--- src/rtl/serial_prog_receiver.sv ---
// Gain-programming serial receiver: oversamples sclk/sdin, shifts in one LSB-first frame,
// then latches both gain codes and raises o_ready. Optional abort timer: `define SPROG_TIMEOUT_EN.
module serial_prog_receiver #(
   parameter int GAIN1_W        = 2,
   parameter int GAIN2_W        = 3,
   parameter int GAINA1_DEFAULT = 0,
   parameter int GAINA2_DEFAULT = 0,
   parameter int TIMEOUT_CYCLES = 64
) (
   input  logic               i_mainclk,
   input  logic               i_resetAll,
   input  logic               i_sclk,
   input  logic               i_sdin,
   output logic [GAIN1_W-1:0] o_gainA1,
   output logic [GAIN2_W-1:0] o_gainA2,
   output logic               o_ready,
   output logic               o_busy,
   output logic               o_frame_err
);

   localparam int NBITS = GAIN1_W + GAIN2_W;
   localparam int CNT_W = $clog2(NBITS + 1);

   localparam logic [1:0] ST_IDLE  = 2'd0;
   localparam logic [1:0] ST_SHIFT = 2'd1;
   localparam logic [1:0] ST_DONE  = 2'd2;

   logic               sclk_s1_q, sclk_s2_q, sclk_prev_q;
   logic               sdin_s1_q, sdin_s2_q;
   logic [1:0]         state_q, state_d;
   logic [CNT_W-1:0]   bitcnt_q, bitcnt_d;
   logic [NBITS-1:0]   word_q, word_d, word_cap;
   logic [GAIN1_W-1:0] gain1_q, gain1_d;
   logic [GAIN2_W-1:0] gain2_q, gain2_d;
   logic               ready_q, ready_d;
   logic               sclk_rise, sclk_fall;

   assign sclk_rise = sclk_s2_q & ~sclk_prev_q;
   assign sclk_fall = ~sclk_s2_q & sclk_prev_q;

   // Synchronizers reset to the idle line levels so release of reset never fakes an edge.
   always_ff @(posedge i_mainclk or posedge i_resetAll) begin
      if (i_resetAll) begin
         sclk_s1_q   <= 1'b1;
         sclk_s2_q   <= 1'b1;
         sclk_prev_q <= 1'b1;
         sdin_s1_q   <= 1'b0;
         sdin_s2_q   <= 1'b0;
      end else begin
         sclk_s1_q   <= i_sclk;
         sclk_s2_q   <= sclk_s1_q;
         sclk_prev_q <= sclk_s2_q;
         sdin_s1_q   <= i_sdin;
         sdin_s2_q   <= sdin_s1_q;
      end
   end

`ifdef SPROG_TIMEOUT_EN
   localparam int TO_W = $clog2(TIMEOUT_CYCLES + 1);

   logic [TO_W-1:0] idle_cnt_q, idle_cnt_d;
   logic            frame_err_q, frame_err_d;
   logic            timeout_hit;

   always_comb begin
      idle_cnt_d  = '0;
      timeout_hit = 1'b0;
      if (state_q == ST_SHIFT && !(sclk_rise || sclk_fall)) begin
         if (idle_cnt_q == TO_W'(TIMEOUT_CYCLES - 1)) begin
            timeout_hit = 1'b1;
         end else begin
            idle_cnt_d = idle_cnt_q + 1'b1;
         end
      end
      frame_err_d = timeout_hit;
   end

   always_ff @(posedge i_mainclk or posedge i_resetAll) begin
      if (i_resetAll) begin
         idle_cnt_q  <= '0;
         frame_err_q <= 1'b0;
      end else begin
         idle_cnt_q  <= idle_cnt_d;
         frame_err_q <= frame_err_d;
      end
   end

   assign o_frame_err = frame_err_q;
`else
   logic timeout_hit;
   assign timeout_hit = 1'b0;
   assign o_frame_err = 1'b0;
`endif

   always_comb begin
      state_d  = state_q;
      bitcnt_d = bitcnt_q;
      word_d   = word_q;
      gain1_d  = gain1_q;
      gain2_d  = gain2_q;
      ready_d  = ready_q;
      word_cap = word_q;
      word_cap[bitcnt_q] = sdin_s2_q;
      case (state_q)
         ST_IDLE: begin
            if (sclk_fall) begin
               state_d  = ST_SHIFT;
               bitcnt_d = '0;
               word_d   = '0;
            end
         end
         ST_SHIFT: begin
            if (sclk_rise) begin
               word_d = word_cap;
               // Gains take the whole word, including the bit landing this cycle.
               if (bitcnt_q == CNT_W'(NBITS - 1)) begin
                  state_d = ST_DONE;
                  gain1_d = word_cap[GAIN1_W-1:0];
                  gain2_d = word_cap[NBITS-1:GAIN1_W];
                  ready_d = 1'b1;
               end else begin
                  bitcnt_d = bitcnt_q + 1'b1;
               end
            end else if (timeout_hit) begin
               state_d  = ST_IDLE;
               bitcnt_d = '0;
               word_d   = '0;
            end
         end
         ST_DONE: begin
            state_d = ST_DONE;
         end
         default: begin
            state_d = ST_IDLE;
         end
      endcase
   end

   always_ff @(posedge i_mainclk or posedge i_resetAll) begin
      if (i_resetAll) begin
         state_q  <= ST_IDLE;
         bitcnt_q <= '0;
         word_q   <= '0;
         gain1_q  <= GAIN1_W'(GAINA1_DEFAULT);
         gain2_q  <= GAIN2_W'(GAINA2_DEFAULT);
         ready_q  <= 1'b0;
      end else begin
         state_q  <= state_d;
         bitcnt_q <= bitcnt_d;
         word_q   <= word_d;
         gain1_q  <= gain1_d;
         gain2_q  <= gain2_d;
         ready_q  <= ready_d;
      end
   end

   assign o_gainA1 = gain1_q;
   assign o_gainA2 = gain2_q;
   assign o_ready  = ready_q;
   assign o_busy   = (state_q == ST_SHIFT);

endmodule

--- config.mk ---
export PLATFORM = sky130hd
export DESIGN_NAME = serial_prog_receiver
export DESIGN_NICKNAME = d
export VERILOG_FILES = /design/src/rtl/serial_prog_receiver.sv
export SDC_FILE = /design/constraint.sdc
export NUM_CORES = 1
export LEC_CHECK = 0
export CELL_PAD_IN_SITES_DETAIL_PLACEMENT = 0
export CELL_PAD_IN_SITES_GLOBAL_PLACEMENT = 1
export CORE_AREA = 2 2 53 55
export CTS_CLUSTER_DIAMETER = 100
export DETAILED_ROUTE_END_ITERATION = 8
export DIE_AREA = 0 0 55 57
export PLACE_DENSITY_LB_ADDON = 0.12
export SKIP_LAST_GASP = 1
export SLEW_MARGIN = 5
export SYNTH_ARGS = -nofsm -noshare
export SYNTH_HDL_FRONTEND = slang
export SYNTH_SLANG_ARGS = --single-unit
--- constraint.sdc ---
create_clock -name i_mainclk -period 2.39 [get_ports i_mainclk]
set_clock_uncertainty 0.2 [all_clocks]
set_input_delay 0.478 -clock i_mainclk [delete_from_list [all_inputs] [get_ports i_mainclk]]
set_output_delay 0.478 -clock i_mainclk [all_outputs]
set_load 0.03 [all_outputs]
==> impl_metrics.ini, run 1 <==
[timing]
setup_viol = 0
post-route-min-period_ns = 2.30
finalMaxSlewViolations = 0
finalCritPeriodShare_pct = 96.4
rsz0062_at_grt = false
setup_tns_ns = 0
hold_viol = 0
max_freq_mhz = 434

[final_layout]
mostFrequentLayoutCell = dfrtp_1
final_cell_mix = dfrtp_1 (18), nand2_1 (10), clkdlybuf4s50_1 (10), a21oi_1 (7)
nNetsFinal = 123
n_antenna_cell = 0
drive_above_1_share_pct = 10.6
areaGrowthSynthToFinish_pct = 15.4
final_area_um2 = 1210

[power]
swShare_pct = 33.0
internal_power_uw = 560
seq_power_share_pct = 47.9
leakagePower_uw = 0.000546
p_switching_uw = 276
pwr_density_cell_nw_per_um2 = 691
vdd_drop_max_mv = 0.395
power_frac_comb_pct = 32.0
clockPowerShare_pct = 20.1

[worst_setup_path]
cp_max_fo = 3
critPathLaunchType = register
arrival_ns = 1.62
r2r_cells = 6
cp.required_ns = 1.71
worstSetupPathType = reg -> out
end_kind = output pin

[logic_synthesis]
seq_area_frac_synth_pct = 50.5
synth_top_cell_by_area = dfrtp_1
ys_warn_count = 0
synth-seq-cells = 21
synth_top_area_share_pct = 43.0
syn-num-nets = 110
syn_inst = 101
synth_edf_count = 0
synth_area_um2 = 1050
synth_area_leaders = dfrtp_1 (43%), dfstp_2 (7.5%), ha_1 (6.0%)
async_flop_share_pct = 100
avgSynthCellArea_um2 = 10.4
ys_types = 34
dominantRegCellSynth = dfrtp_1

[global_routing]
grt_pass1_wl_mm = 3.00
grt_max_degree = 16
first_global_vias = 694
grt_use_total_pct = 13.1
grt_antenna_before_repair = 0
overflow = 0

[cts]
cts_buffer_depth = 2
clock-root-buffer = clkbuf_4
cts_sinks = 21
cts_buffers = 3
cts_tree = done
cts_setup_buffers = 0
cts-resized-gates = 0
cts_hold_buf = 0
clock_latency_ns = 0.30
clk_pin_slew_worst_paths_ns = 0.11
h-tree-depth = 1

[die]
initial_utilization_pct = 40.0
die_y_um = 57
die_w_um = 55
die_area_um2 = 3140
rows = 19
core_area_um2 = 2620
io_pins = 12

[outcome]
status = finished, final reports clean

[drt]
num_vias = 743
avgViaCountPerCell = 5.16
first_pass_iters = 4
wire_per_inst_um = 12.5
antenna_left = 0
wl_mm = 1.80
drt-initial-drc-count = 9
drc_errors = 0

[hold_path]
hold_path.class = reg -> reg
whs_path_depth = 0

[placed_design]
dp_hpwl_mm = 1.36
gp_congestion = 0.714
place_area_um2 = 1180
numPortBuffers = 10

[run]
drv_cap = 0
-- area by class of cell --
type	count	area (um2)
Sequential cell	21	529
Multi-Input combinational cell	68	465
Fill cell	263	1410
Timing Repair Buffer	13	123
Tap cell	31	38.8
Inverter	7	26.3
Clock buffer	4	26.3
-- power by group through the flow --
stage	combinational, uW	clock, uW	sequential (uW)
after CTS	272	175	400
after global routing	301	186	405
after detailed placement	271	0	407
after floorplan	211	0	404
after global placement	269	0	406
final	267	168	400
-- worst max-delay path, cell delays in order (launching register included) --
cell and delay, ns:
dfrtp_1 0.39, inv_1 0.10, ha_1 0.17, clkdlybuf4s50_1 0.67
-- metrics by stage --
step	worst slack, ns	hold WS, ns	utilization (%)	total power (uW)	std cells
after floorplan	0.348	0.131	-	616	101
after global placement	0.320	0.135	45.2	675	140
after detailed placement	0.267	0.139	45.2	678	140
after CTS	0.0650	0.167	46.2	847	144
after global routing	0.00532	0.172	46.2	893	144
final	0.0872	0.162	46.2	836	144
-- registers in the layout, indices dropped and copies added, names as in the netlist --
register     cells
o_gainA1         2
bitcnt_q         3
sclk_s2_q        1
state_q          2
o_ready          1
sclk_prev_q      1
sdin_s1_q        1
o_gainA2         3
sclk_s1_q        1
word_q           5
sdin_s2_q        1
-- cells in the mapped netlist, drive strengths merged (4+ instances only) --
library cell	count
dfrtp	18
inv	7
mux2i	5
a21oi	7
o2bb2ai	4
ha	5
nor2	4
nand2	10
nand2b	4
o21ai	7
-- path summary, 6_finish.rpt --
check / from / endpoint / slack (ns)
worst max-delay path: state_q[1] / o_busy / 0.09
worst max register to register: state_q[0] / state_q[1] / 0.27
max in group asynchronous: i_resetAll / word_q[3] / 1.35
min in group asynchronous: i_resetAll / o_ready / 0.18
worst min register to register: sdin_s1_q / sdin_s2_q / 0.16
worst min-delay path: sdin_s1_q / sdin_s2_q / 0.16
-- per-layer routing --
metal | wire length, um | vias to the layer above | share of wire (%) | global-route usage [%]
met5 | 0 | - | 0 | 0
met4 | 17 | 0 | 0.95 | 4.18
met3 | 47 | 2 | 2.6 | 3.14
met2 | 816 | 12 | 45 | 18.9
met1 | 916 | 353 | 51 | 19.6
li1 | - | 376 | - | -
-- cell families (layout without fill, tap and decap cells) --
logic type               Yosys count  count (layout)  synth area share (%)
AND/OR/NAND/NOR                   31              31                  16.5
AO/OA/AOI/OAI                     25              25                  15.8
flip-flops                        21              21                  50.5
buffers and inverters             12              24                  5.02
multiplexers                       6               6                  5.85
adder cells (fa/ha/maj)            5               5                  5.97
other                              1               1                 0.358
Power figures use the tool's default switching activity.
==> run 2, diff against run 1 <==
==> constraint.sdc (replaced) <==
create_clock -name i_mainclk -period 2.39 [get_ports i_mainclk]
set_clock_uncertainty 0.2 [all_clocks]
set_input_delay 0.5975 -clock i_mainclk [delete_from_list [all_inputs] [get_ports i_mainclk]]
set_output_delay 0.5975 -clock i_mainclk [all_outputs]
set_load 0.03 [all_outputs]
==> run 2 against run 1 <==
Compared with the run above: global-route usage hardly changed; final area fell by 0.72%; count of clock-buffer cells in the layout did not move; clock power hardly changed; via count is 2.2% lower; highest routed layer unchanged.
==> impl_metrics.ini, run 2 (same netlist as run 1, synthesis figures left out) <==
[die]
io_pins = 12
rows = 19
core_area_um2 = 2620
initial_utilization_pct = 40.0
die_area_um2 = 3140
die_y_um = 57
die_w_um = 55

[timing]
setup_viol = 0
post-route-min-period_ns = 2.14
hold_viol = 0
setup_tns_ns = 0
max_freq_mhz = 468
finalCritPeriodShare_pct = 89.4
rsz0062_at_grt = false
finalMaxSlewViolations = 0

[run]
drv_cap = 0

[drt]
wl_mm = 1.77
drc_errors = 0
wire_per_inst_um = 12.4
first_pass_iters = 4
drt-initial-drc-count = 11
avgViaCountPerCell = 5.08
antenna_left = 0
num_vias = 727

[final_layout]
multiInputGateArea_um2 = 465
largest_reg_flops = 5
n_antenna_cell = 0
drive_above_1_share_pct = 9.82
mostFrequentLayoutCell = dfrtp_1
fillerInstances = 278
final_cell_mix = dfrtp_1 (18), nand2_1 (10), clkdlybuf4s50_1 (9), a21oi_1 (7)
post-route-util_pct = 45.9
nNetsFinal = 122
final_area_um2 = 1200
top_register = word_q
areaGrowthSynthToFinish_pct = 14.6
regArea_um2 = 529

[power]
clockPowerShare_pct = 20.0
internal_power_uw = 554
power_frac_comb_pct = 31.3
vdd_drop_max_mv = 0.362
pwr_density_cell_nw_per_um2 = 689
swShare_pct = 32.9
seq_power_share_pct = 48.7
p_switching_uw = 272
leakagePower_uw = 0.000545

[cts]
cts_tree = done
cts_hold_buf = 0
clock_latency_ns = 0.29
clk_pin_slew_worst_paths_ns = 0.11
cts_setup_buffers = 0
cts_buffer_depth = 2
cts_buffers = 3
h-tree-depth = 1
cts_sinks = 21
clock-root-buffer = clkbuf_4

[hold_path]
hold_start = sdin_s1_q
hold_path.class = reg -> reg

[placed_design]
gp_congestion = 0.798
place_area_um2 = 1170
numPortBuffers = 10
dp_hpwl_mm = 1.31

[global_routing]
overflow = 0
grt_antenna_before_repair = 0
grt_pass1_wl_mm = 2.99
first_global_vias = 670
grt_max_degree = 22
grt_use_total_pct = 13.1

[worst_setup_path]
worstReg2RegStart = state_q[0]
critPathLaunchType = register
cp-startpoint = state_q[1]
cp_max_fo = 3
arrival_ns = 1.34
end_kind = output pin
cp.required_ns = 1.59
worstSetupPathType = reg -> out

[outcome]
status = finished, final reports clean
==> run 2: cell types whose count changed in the layout (fill, tap and decap cells not counted) <==
| cell | before | now |
|---|---|---|
| buf_4 | 3 | 2 |
| clkdlybuf4s50_1 | 10 | 9 |
| dlygate4sd2_1 | 0 | 1 |
==> run 2: worst paths after layout <==
check / endpoint / slack [ns] / depth (start not counted)
setup / recovery: o_busy / 0.25 / 3
hold / removal: sdin_s2_q / 0.16 / 0
setup reg to reg: state_q[1] / 0.27 / 6
min in group asynchronous: o_ready / 0.42 / 3
max in group asynchronous: sclk_s1_q / 1.31 / 3
hold reg to reg: sdin_s2_q / 0.16 / 0
==> run 2: area by class of cell <==
type / count / area share [%]
tap: 31 / 3.23
clock buffer: 4 / 2.19
sequential: 21 / 44.1
inverter: 7 / 2.19
timing repair buffer: 12 / 9.49
multi-input combinational: 68 / 38.8
==> run 2: metal layers <==
metal  share of wire, %  GRT usage [%]
met1                 52           20.6
met2                 44           18.2
met5                  0              0
met4               0.62           3.14
met3                2.6           3.14
==> run 2: repair_timing <==
item,in CTS,in global routing
hold endpoints to repair,0,0
gates resized for setup,1,0
setup endpoints to repair,1,0
==> run 2: power groups by stage <==
stage | clock network (uW) | logic [uW] | registers, uW
detailed placement | 0 | 266 | 410
global placement | 0 | 265 | 408
floorplan | 0 | 211 | 404
CTS | 175 | 263 | 403
finish | 166 | 258 | 402
global route | 189 | 291 | 406
==> run 2: critical path: stages, from the launching register on <==
cell	delay, ns
dfrtp_1	0.39
inv_1	0.10
ha_1	0.16
dlygate4sd2_1	0.39
==> run 2: through the flow <==
step / power, uW / setup WS, ns / std cells / hold slack (ns)
2_1_floorplan: 616 / 0.348 / 101 / 0.131
3_3_place_gp: 673 / 0.323 / 139 / 0.135
3_5_place_dp: 676 / 0.261 / 139 / 0.137
4_1_cts: 841 / 0.225 / 143 / 0.165
5_1_grt: 886 / 0.150 / 143 / 0.172
6_report: 826 / 0.252 / 143 / 0.161
==> run 3, diff against run 2 <==
--- a/config.mk
+++ b/config.mk
@@ -7,11 +7,11 @@
 export LEC_CHECK = 0
 export CELL_PAD_IN_SITES_DETAIL_PLACEMENT = 0
 export CELL_PAD_IN_SITES_GLOBAL_PLACEMENT = 1
-export CORE_AREA = 2 2 53 55
+export CORE_AREA = 2 2 61 63
 export CTS_CLUSTER_DIAMETER = 100
 export DETAILED_ROUTE_END_ITERATION = 8
-export DIE_AREA = 0 0 55 57
-export PLACE_DENSITY_LB_ADDON = 0.12
+export DIE_AREA = 0 0 63 65
+export PLACE_DENSITY_LB_ADDON = 0.1
 export SKIP_LAST_GASP = 1
 export SLEW_MARGIN = 5
 export SYNTH_ARGS = -nofsm -noshare
==> run 3 against run 2 <==
Compared with the run above: fmax shrank 0.12%; critical path type unchanged; global-route usage shrank 1.1 points; hold slack gained 0.0039 ns; critical path depth stayed put; clock power up 4%; sequential power about the same; non-clock buffer count grew 1; total power up 1.4%; final cell count grew 13%; final area is 2.5% higher; critical endpoint unchanged; core utilization shrank 11 points; routed wire length rose by 12%.
==> impl_metrics.ini, run 3 (same netlist as run 1, synthesis figures left out) <==
[worst_setup_path]
arrival_ns = 1.34
cp.required_ns = 1.59
worstReg2RegEnd = state_q[1]
reg2reg_slack_ns = 0.27
worstSetupPathType = reg -> out
cp_max_fo = 3
worstReg2RegStart = state_q[0]
r2r_cells = 6
end_kind = output pin
critPathLaunchType = register
cp-startpoint = state_q[1]

[timing]
hold_viol = 0
setup_tns_ns = 0
finalMaxSlewViolations = 0
rsz0062_at_grt = false
max_freq_mhz = 467
setup_viol = 0
holdWs_ns = 0.165
finalCritPeriodShare_pct = 89.5
post-route-min-period_ns = 2.14

[final_layout]
fin_cells = 161
largest_reg_flops = 5
final_area_um2 = 1230
final_cell_mix = dfrtp_1 (18), nand2_1 (10), clkdlybuf4s50_1 (9), a21oi_1 (7)
nNetsFinal = 123
n_antenna_cell = 0
drive_above_1_share_pct = 11.5
regArea_um2 = 529
fillerInstances = 374
areaGrowthSynthToFinish_pct = 17.4
mostFrequentLayoutCell = dfrtp_1
top_register = word_q
multiInputGateArea_um2 = 465

[drt]
antenna_left = 0
drt-initial-drc-count = 18
num_vias = 741
met2RoutedLength_um = 975
avgViaCountPerCell = 4.60
wire_per_inst_um = 12.3
drt-met1-wl_um = 919
drc_errors = 0
wl_mm = 1.97
met3WireLength_um = 57
first_pass_iters = 4
routed.top_layer = met4

[cts]
cts_tree = done
h-tree-depth = 1
clock_latency_ns = 0.30
cts_buffer_depth = 2
cts_hold_buf = 0
cts_buffers = 3
cts_sinks = 21
clock-root-buffer = clkbuf_4
clk_pin_slew_worst_paths_ns = 0.12

[hold_path]
hold_end = sclk_s2_q
hold_start = sclk_s1_q
hold_path.class = reg -> reg
whs_path_depth = 0

[die]
die_y_um = 65
rows = 22
core_area_um2 = 3500
io_pins = 12
die_area_um2 = 4100
initial_utilization_pct = 30.0
die_w_um = 63

[outcome]
status = finished, final reports clean

[global_routing]
grt_use_total_pct = 12.0
grt_max_degree = 17
grt_antenna_before_repair = 0
grt_pass1_wl_mm = 3.77
overflow = 0
first_global_vias = 787

[placed_design]
numPortBuffers = 10
place_area_um2 = 1200
gp_congestion = 0.733
dp_hpwl_mm = 1.47
placed_cells = 157

[power]
leakagePower_uw = 0.000553
finalPower_uw = 838
pwr_density_cell_nw_per_um2 = 681
vdd_drop_max_mv = 0.322

[run]
drv_cap = 0
## run 3: cell count changes in the layout (fill, tap and decap cells not counted), sizes merged
cell	change
clkinv	+1
buf	+1
clkbuf	-1
## run 3: area by class of cell
type                       count  share of cell area, %
clock buffer                   3                   1.83
clock inverter                 1                  0.407
inverter                       7                   2.14
multi-input combinational     68                   37.8
sequential                    21                   43.0
tap                           48                   4.88
timing repair buffer          13                   9.87
## run 3: how the worst max path moves through the flow
stage                       end  slack (ns)  cells past startpoint
CTS                      o_busy        0.22                      3
global route         state_q[1]        0.13                      6
detailed placement   state_q[1]        0.27                      6
global placement     state_q[1]        0.30                      6
finish                   o_busy        0.25                      3
floorplan           o_gainA1[0]        0.35                      8
## run 3: repair_timing
action,CTS,global route
resized for setup,1,0
endpoints found under the setup margin,1,0
setup buffers,0,0
## run 3: critical path: stages (launching register included)
cell	delay [ns]
dfrtp_1	0.39
inv_1	0.10
ha_1	0.16
dlygate4sd2_1	0.39
## run 3: per-stage QoR
stage | util [%] | setup slack (ns)
final | 35.2 | 0.250
after global routing | 35.2 | 0.127
after CTS | 35.2 | 0.220
after detailed placement | 34.4 | 0.269
after global placement | 34.4 | 0.296
after floorplan | - | 0.348
## run 3: where the power goes
group | leakage, uW | switching (uW) | internal, uW | total, uW
logic | 0.000260 | 158 | 109 | 267
clock network | 0.0000177 | 109 | 62.3 | 172
registers | 0.000275 | 16.8 | 382 | 399
total | 0.000553 | 284 | 554 | 838
## run 3: routing by layer
| metal | GRT usage, % | vias up |
|---|---|---|
| li1 | - | 373 |
| met1 | 15.4 | 352 |
| met2 | 19.5 | 14 |
| met3 | 2.60 | 2 |
| met4 | 5.00 | 0 |
| met5 | 0 | - |
